==> src/rtl/pong_pkg.sv <==
// rtl/pong_pkg.sv - shared types and defaults for the ADC frame scheduler
package pong_pkg;

    localparam int unsigned PAD_W = 8;

    localparam logic [PAD_W-1:0] DEF_PAD_MAX = 8'd200;
    localparam logic [PAD_W-1:0] DEF_HYST    = 8'd2;
    localparam logic [15:0]      DEF_TIMEOUT = 16'd4096;

    typedef enum logic [2:0] {
        IDLE,
        ACC,
        SCALE,
        UPDATE,
        PRESENT
    } sched_state_e;

    // Unsigned distance between two paddle positions
    function automatic logic [PAD_W-1:0] abs_diff(input logic [PAD_W-1:0] a,
                                                  input logic [PAD_W-1:0] b);
        return (a > b) ? (a - b) : (b - a);
    endfunction

endpackage

==> src/rtl/paddle_chan.sv <==
// rtl/paddle_chan.sv - per-channel accumulator, scale multiply and hysteresis register
module paddle_chan
    import pong_pkg::*;
#(
    parameter int unsigned        SAMPLES_LOG2 = 2,
    parameter logic [PAD_W-1:0]   PAD_MAX      = DEF_PAD_MAX,
    parameter logic [PAD_W-1:0]   HYST         = DEF_HYST
) (
    input  logic             CLOCK_50MHz,
    input  logic             RESET_n,
    input  logic             clear_i,
    input  logic             add_i,
    input  logic             scale_i,
    input  logic             update_i,
    input  logic [PAD_W-1:0] data_i,
    output logic [PAD_W-1:0] pad_y_o
);

    localparam int unsigned ACC_W  = PAD_W + SAMPLES_LOG2;
    localparam int unsigned PROD_W = 2 * PAD_W;

    logic [ACC_W-1:0]  acc_q,  acc_d;
    logic [PROD_W-1:0] prod_q, prod_d;
    logic [PAD_W-1:0]  y_q,    y_d;
    logic [PAD_W-1:0]  avg;
    logic [PAD_W-1:0]  cand;

    // Next-state: accumulate, scale the average, then apply hysteresis
    always_comb begin
        acc_d  = acc_q;
        prod_d = prod_q;
        y_d    = y_q;
        avg    = PAD_W'(acc_q >> SAMPLES_LOG2);
        cand   = PAD_W'(prod_q >> PAD_W);
        if (clear_i) begin
            acc_d = '0;
        end else if (add_i) begin
            acc_d = acc_q + ACC_W'(data_i);
        end
        if (scale_i) begin
            prod_d = PROD_W'(avg) * PROD_W'(PAD_MAX);
        end
        if (update_i && (abs_diff(cand, y_q) > HYST)) begin
            y_d = cand;
        end
    end

    // Channel registers; the paddle rests mid-range out of reset
    always_ff @(posedge CLOCK_50MHz) begin
        if (!RESET_n) begin
            acc_q  <= '0;
            prod_q <= '0;
            y_q    <= PAD_MAX >> 1;
        end else begin
            acc_q  <= acc_d;
            prod_q <= prod_d;
            y_q    <= y_d;
        end
    end

    assign pad_y_o = y_q;

endmodule

==> src/rtl/adc_frame_scheduler.sv <==
// rtl/adc_frame_scheduler.sv - per-frame ADC capture, averaging and paddle handshake
module adc_frame_scheduler
    import pong_pkg::*;
#(
    parameter int unsigned        SAMPLES_LOG2 = 2,
    parameter logic [PAD_W-1:0]   PAD_MAX      = DEF_PAD_MAX,
    parameter logic [PAD_W-1:0]   HYST         = DEF_HYST,
    parameter logic [15:0]        TIMEOUT      = DEF_TIMEOUT
) (
    input  logic             CLOCK_50MHz,
    input  logic             RESET_n,
    input  logic             FRAME_TICK,
    input  logic             BUSY,
    input  logic [PAD_W-1:0] DATA_AD0,
    input  logic [PAD_W-1:0] DATA_AD1,
    input  logic             PAD_ACK,
    output logic             PAD_VALID,
    output logic [PAD_W-1:0] PAD0_Y,
    output logic [PAD_W-1:0] PAD1_Y,
    output logic             SCHED_BUSY,
    output logic             ADC_FAULT,
    output logic             OVERRUN
);

    localparam int unsigned          CNT_W    = SAMPLES_LOG2 + 1;
    localparam logic [CNT_W-1:0]     LAST_CNT = CNT_W'((1 << SAMPLES_LOG2) - 1);

    sched_state_e      state_q, state_d;
    logic              busy_q1, busy_q2;
    logic              capture;
    logic [CNT_W-1:0]  cnt_q, cnt_d;
    logic [15:0]       wd_q, wd_d;
    logic              valid_q, valid_d;
    logic              fault_q, fault_d;
    logic              overrun_q, overrun_d;
    logic              clear_acc, add_en, scale_en, update_en;

    // BUSY is asynchronous; two flops before edge detection, always running
    always_ff @(posedge CLOCK_50MHz) begin
        if (!RESET_n) begin
            busy_q1 <= 1'b0;
            busy_q2 <= 1'b0;
        end else begin
            busy_q1 <= BUSY;
            busy_q2 <= busy_q1;
        end
    end

    // Conversion completion is the synchronized BUSY falling edge
    assign capture = busy_q2 & ~busy_q1;

    // Next-state and datapath strobes for the frame sequence
    always_comb begin
        state_d   = state_q;
        cnt_d     = cnt_q;
        wd_d      = wd_q;
        valid_d   = valid_q;
        fault_d   = fault_q;
        overrun_d = FRAME_TICK && (state_q != IDLE);
        clear_acc = 1'b0;
        add_en    = 1'b0;
        scale_en  = 1'b0;
        update_en = 1'b0;
        case (state_q)
            IDLE: begin
                if (FRAME_TICK) begin
                    clear_acc = 1'b1;
                    cnt_d     = '0;
                    wd_d      = '0;
                    state_d   = ACC;
                end
            end
            ACC: begin
                if (capture) begin
                    add_en = 1'b1;
                    cnt_d  = cnt_q + 1'b1;
                    wd_d   = '0;
                    if (cnt_q == LAST_CNT) begin
                        state_d = SCALE;
                    end
                end else if (wd_q == (TIMEOUT - 16'd1)) begin
                    fault_d = 1'b1;
                    state_d = IDLE;
                end else begin
                    wd_d = wd_q + 16'd1;
                end
            end
            SCALE: begin
                scale_en = 1'b1;
                state_d  = UPDATE;
            end
            UPDATE: begin
                update_en = 1'b1;
                valid_d   = 1'b1;
                fault_d   = 1'b0;
                state_d   = PRESENT;
            end
            PRESENT: begin
                if (PAD_ACK) begin
                    valid_d = 1'b0;
                    state_d = IDLE;
                end
            end
            default: begin
                state_d = IDLE;
            end
        endcase
    end

    // FSM state, counters and flags
    always_ff @(posedge CLOCK_50MHz) begin
        if (!RESET_n) begin
            state_q   <= IDLE;
            cnt_q     <= '0;
            wd_q      <= '0;
            valid_q   <= 1'b0;
            fault_q   <= 1'b0;
            overrun_q <= 1'b0;
        end else begin
            state_q   <= state_d;
            cnt_q     <= cnt_d;
            wd_q      <= wd_d;
            valid_q   <= valid_d;
            fault_q   <= fault_d;
            overrun_q <= overrun_d;
        end
    end

    paddle_chan #(
        .SAMPLES_LOG2 (SAMPLES_LOG2),
        .PAD_MAX      (PAD_MAX),
        .HYST         (HYST)
    ) u_chan0 (
        .CLOCK_50MHz (CLOCK_50MHz),
        .RESET_n     (RESET_n),
        .clear_i     (clear_acc),
        .add_i       (add_en),
        .scale_i     (scale_en),
        .update_i    (update_en),
        .data_i      (DATA_AD0),
        .pad_y_o     (PAD0_Y)
    );

    paddle_chan #(
        .SAMPLES_LOG2 (SAMPLES_LOG2),
        .PAD_MAX      (PAD_MAX),
        .HYST         (HYST)
    ) u_chan1 (
        .CLOCK_50MHz (CLOCK_50MHz),
        .RESET_n     (RESET_n),
        .clear_i     (clear_acc),
        .add_i       (add_en),
        .scale_i     (scale_en),
        .update_i    (update_en),
        .data_i      (DATA_AD1),
        .pad_y_o     (PAD1_Y)
    );

    assign PAD_VALID  = valid_q;
    assign SCHED_BUSY = (state_q != IDLE);
    assign ADC_FAULT  = fault_q;
    assign OVERRUN    = overrun_q;

endmodule

==> config.mk <==
export PLATFORM = sky130hd
export DESIGN_NAME = adc_frame_scheduler
export DESIGN_NICKNAME = d
export VERILOG_FILES = /design/src/rtl/pong_pkg.sv /design/src/rtl/paddle_chan.sv /design/src/rtl/adc_frame_scheduler.sv
export SDC_FILE = /design/constraint.sdc
export NUM_CORES = 1
export LEC_CHECK = 0
export CORE_MARGIN = 2
export CORE_UTILIZATION = 55
export CTS_CLUSTER_DIAMETER = 200
export DETAILED_ROUTE_END_ITERATION = 6
export DONT_BUFFER_PORTS = 1
export PLACE_DENSITY = 0.8
export SYNTH_ARGS = -nofsm -noshare
export SYNTH_HDL_FRONTEND = slang
export SYNTH_HIERARCHICAL = 1
export SYNTH_SLANG_ARGS = --single-unit
==> constraint.sdc <==
create_clock -name CLOCK_50MHz -period 6.7 [get_ports CLOCK_50MHz]
set_input_delay 1.34 -clock CLOCK_50MHz [delete_from_list [all_inputs] [get_ports CLOCK_50MHz]]
set_output_delay 1.34 -clock CLOCK_50MHz [all_outputs]
set_load 0.02 [all_outputs]
==> flow_summary.json <==
{
  "antenna_cells": 0,
  "track_usage": 0.219,
  "drc": 0,
  "internal_power_uw": 771,
  "routed.top_layer": "met4",
  "path_clk_slew_ns": 0.06,
  "syn_nets": 950,
  "multi_input_comb_area_sq_um": 4700,
  "status": "completed",
  "cts_tree": "built",
  "syn_area_sq_um": 6790,
  "drive_above_1_share": 0.0462,
  "grt_pass1_wl_mm": 24.0,
  "io_buffers": 0,
  "drt_pre_antenna_iters": 5,
  "cp.required_ns": 6.93,
  "placed_area_sq_um": 6830,
  "wl_met3_um": 732,
  "synthCells": 814,
  "p_leak_uw": 0.00306,
  "setup.worst_path.class": "register to register",
  "rows": 40,
  "yosysWarnings": 6,
  "max_freq_mhz": 284,
  "viasPerCell": 5.91,
  "regArea_sq_um": 1580,
  "antenna_found_initial": 0,
  "dp.cells": 933,
  "core-area_sq_um": 12000,
  "timing.max_cap.violations": 0,
  "place_congestion": 0.890,
  "yosysTopAreaCellShare": 0.233,
  "dieWidth_um": 115,
  "cts_num_sinks": 79,
  "cts-buffers-inserted": 9,
  "utilization": 0.592,
  "switchingPower_uw": 228,
  "wl_met1_mm": 6.65,
  "postRouteAntennaNets": 0,
  "fin_area_sq_um": 7110,
  "drtIter0Drc": 345,
  "fin_setup_tns_ns": 0,
  "skew_ns": 0.00472,
  "relSlewSlack": 0.247,
  "io_pins": 41,
  "nets": 933,
  "dieHeight_um": 115,
  "clk_latency_ns": 0.33,
  "slew_violations": 0,
  "cp-start-kind": "register",
  "swShare": 0.228,
  "initial_core_util": 0.565,
  "p_clk_frac": 0.465,
  "async_flop_share": 0,
  "synth_edf_count": 0,
  "stdcell_count": 948,
  "wl_met2_mm": 6.10,
  "rsz0062_at_grt": "false",
  "area_delta_synth_final_pct": 4.78,
  "synth.avg_cell_area_sq_um": 8.34,
  "totalWireLength_mm": 13.6,
  "synth_ff_type": "dfxtp_1",
  "yosysMostFrequentCell": "ha_1",
  "p_comb_frac": 0.057,
  "ctsHoldBuffers": 0,
  "worst-path-max-fanout": 6,
  "powerDensity_nw_per_um2": 140,
  "yosysSeqAreaShare": 0.233,
  "wl_per_cell_um": 14.4,
  "yosys.area.top_type": "dfxtp_1",
  "cts_resized": 0,
  "min_period_over_period": 0.526,
  "clockBufferDepth": 2,
  "tightest_slew_ns": 1.13,
  "cp-end-kind": "register",
  "post-route-min-period_ns": 3.52,
  "grt_pass1_vias": 5278,
  "synth.area.top_cells": "dfxtp_1 23%, ha_1 19%, mux2i_1 4.9%",
  "final-setup-viol-count": 0,
  "pwr-share-seq": 0.478,
  "num_vias": 5602,
  "timing_hold_violations_final": 0,
  "h-tree-depth": 3,
  "cts-root-buf": "clkbuf_16",
  "ys_ff_latch": 79,
  "max-vdd-ir-drop_uv": 122,
  "ys_top_cells_by_count": "103 x ha_1, 84 x inv_1, 79 x dfxtp_1",
  "dp_hpwl_mm": 10.3,
  "dieArea_sq_um": 13200,
  "ys_types": 82,
  "grt_overflow": 0,
  "grt_max_degree": 60,
  "num-fill-cells": 1045,
  "hp-class": "register to register",
  "cp.arrival_ns": 3.75,
  "post_cts_buffers": 0
}
==> cell families (layout without fill, tap and decap cells) <==
| kind of cell | count (synthesis) | after routing | share of synthesized area |
|---|---|---|---|
| flops | 79 | 79 | 0.233 |
| compound gates | 189 | 189 | 0.188 |
| buf+inv | 116 | 103 | 0.0747 |
| xor+xnor | 30 | 30 | 0.0387 |
| mux | 35 | 35 | 0.0537 |
| simple gates | 250 | 250 | 0.186 |
| fa+ha+maj | 115 | 115 | 0.225 |
==> sequential cells by signal (all words and copies together) (netlist names), 3 cells and up <==
name	count
u_chan0/prod_q	8
u_chan0/acc_q	10
u_chan0/pad_y_o	8
u_chan1/prod_q	8
state_q	3
u_chan1/acc_q	10
wd_q	16
u_chan1/pad_y_o	8
cnt_q	3
==> worst max-delay path, cell delays in order, from the launching register on <==
cell	delay, ns
dfxtp_1	0.42
ha_1	0.27
ha_1	0.28
inv_1	0.05
fa_1	0.49
inv_1	0.04
ha_1	0.32
a21o_1	0.19
a21oi_1	0.22
o21bai_1	0.11
a2111oi_0	0.46
nor3_1	0.13
xnor2_1	0.15
a211oi_1	0.28
==> power groups by stage <==
stage	logic [uW]	clock network [uW]	registers (uW)
floorplan	51.2	0	485
CTS	57.2	473	477
detailed placement	56.7	0	487
global placement	55.6	0	487
finish	57.4	464	477
global route	65.8	493	477
==> metal layers <==
layer,global-route usage,vias up
met2,0.351,97
met5,0,-
li1,-,2861
met1,0.294,2628
met4,0.0707,0
met3,0.0485,16
==> layout make-up <==
class                   instances  area share
inverters                      87      0.0496
repair buffers                  1     0.00106
clock inverters                 3     0.00246
multi-input cells             619       0.661
flip-flops and latches         79       0.222
clock buffers                  12      0.0375
well taps                     147      0.0259
==> final timing paths <==
kind / start / end / slack [ns] / depth (start not counted)
hold / removal: cnt_q[1] / cnt_q[1] / 0.46 / 2
hold reg to reg: cnt_q[1] / cnt_q[1] / 0.46 / 2
setup reg to reg: u_chan1/acc_q[5] / u_chan1/prod_q[15] / 3.18 / 13
setup / recovery: u_chan1/acc_q[5] / u_chan1/prod_q[15] / 3.18 / 13
==> per-stage QoR <==
step	hold slack [ns]	total power, uW	worst slack (ns)
floorplan	0.436	536	3.55
global placement	0.449	543	3.40
detailed placement	0.452	544	3.34
CTS	0.461	1010	3.19
global route	0.494	1040	3.02
finish	0.461	998	3.18
==> placed cells by master, fill, tap and decap left out, drive strengths merged, types with 5 or more instances in the layout <==
| cell | synthesis | routed |
|---|---|---|
| nand3 | 29 | 29 |
| o21a | 6 | 6 |
| and3 | 6 | 6 |
| nor3 | 21 | 21 |
| clkbuf | 18 | 12 |
| o21ai | 45 | 45 |
| inv | 85 | 85 |
| fa | 12 | 12 |
| dfxtp | 79 | 79 |
| ha | 103 | 103 |
| nor4 | 6 | 6 |
| or3 | 6 | 6 |
| nor2b | 22 | 22 |
| a21o | 13 | 13 |
| nand4 | 16 | 16 |
| o31ai | 7 | 7 |
| a211oi | 13 | 13 |
| nand2 | 53 | 53 |
| nor2 | 61 | 61 |
| a21oi | 51 | 51 |
| nand3b | 5 | 5 |
| xor2 | 10 | 10 |
| a31oi | 10 | 10 |
| xnor2 | 20 | 20 |
| mux2i | 33 | 33 |
(Power assumes the default switching activity.)
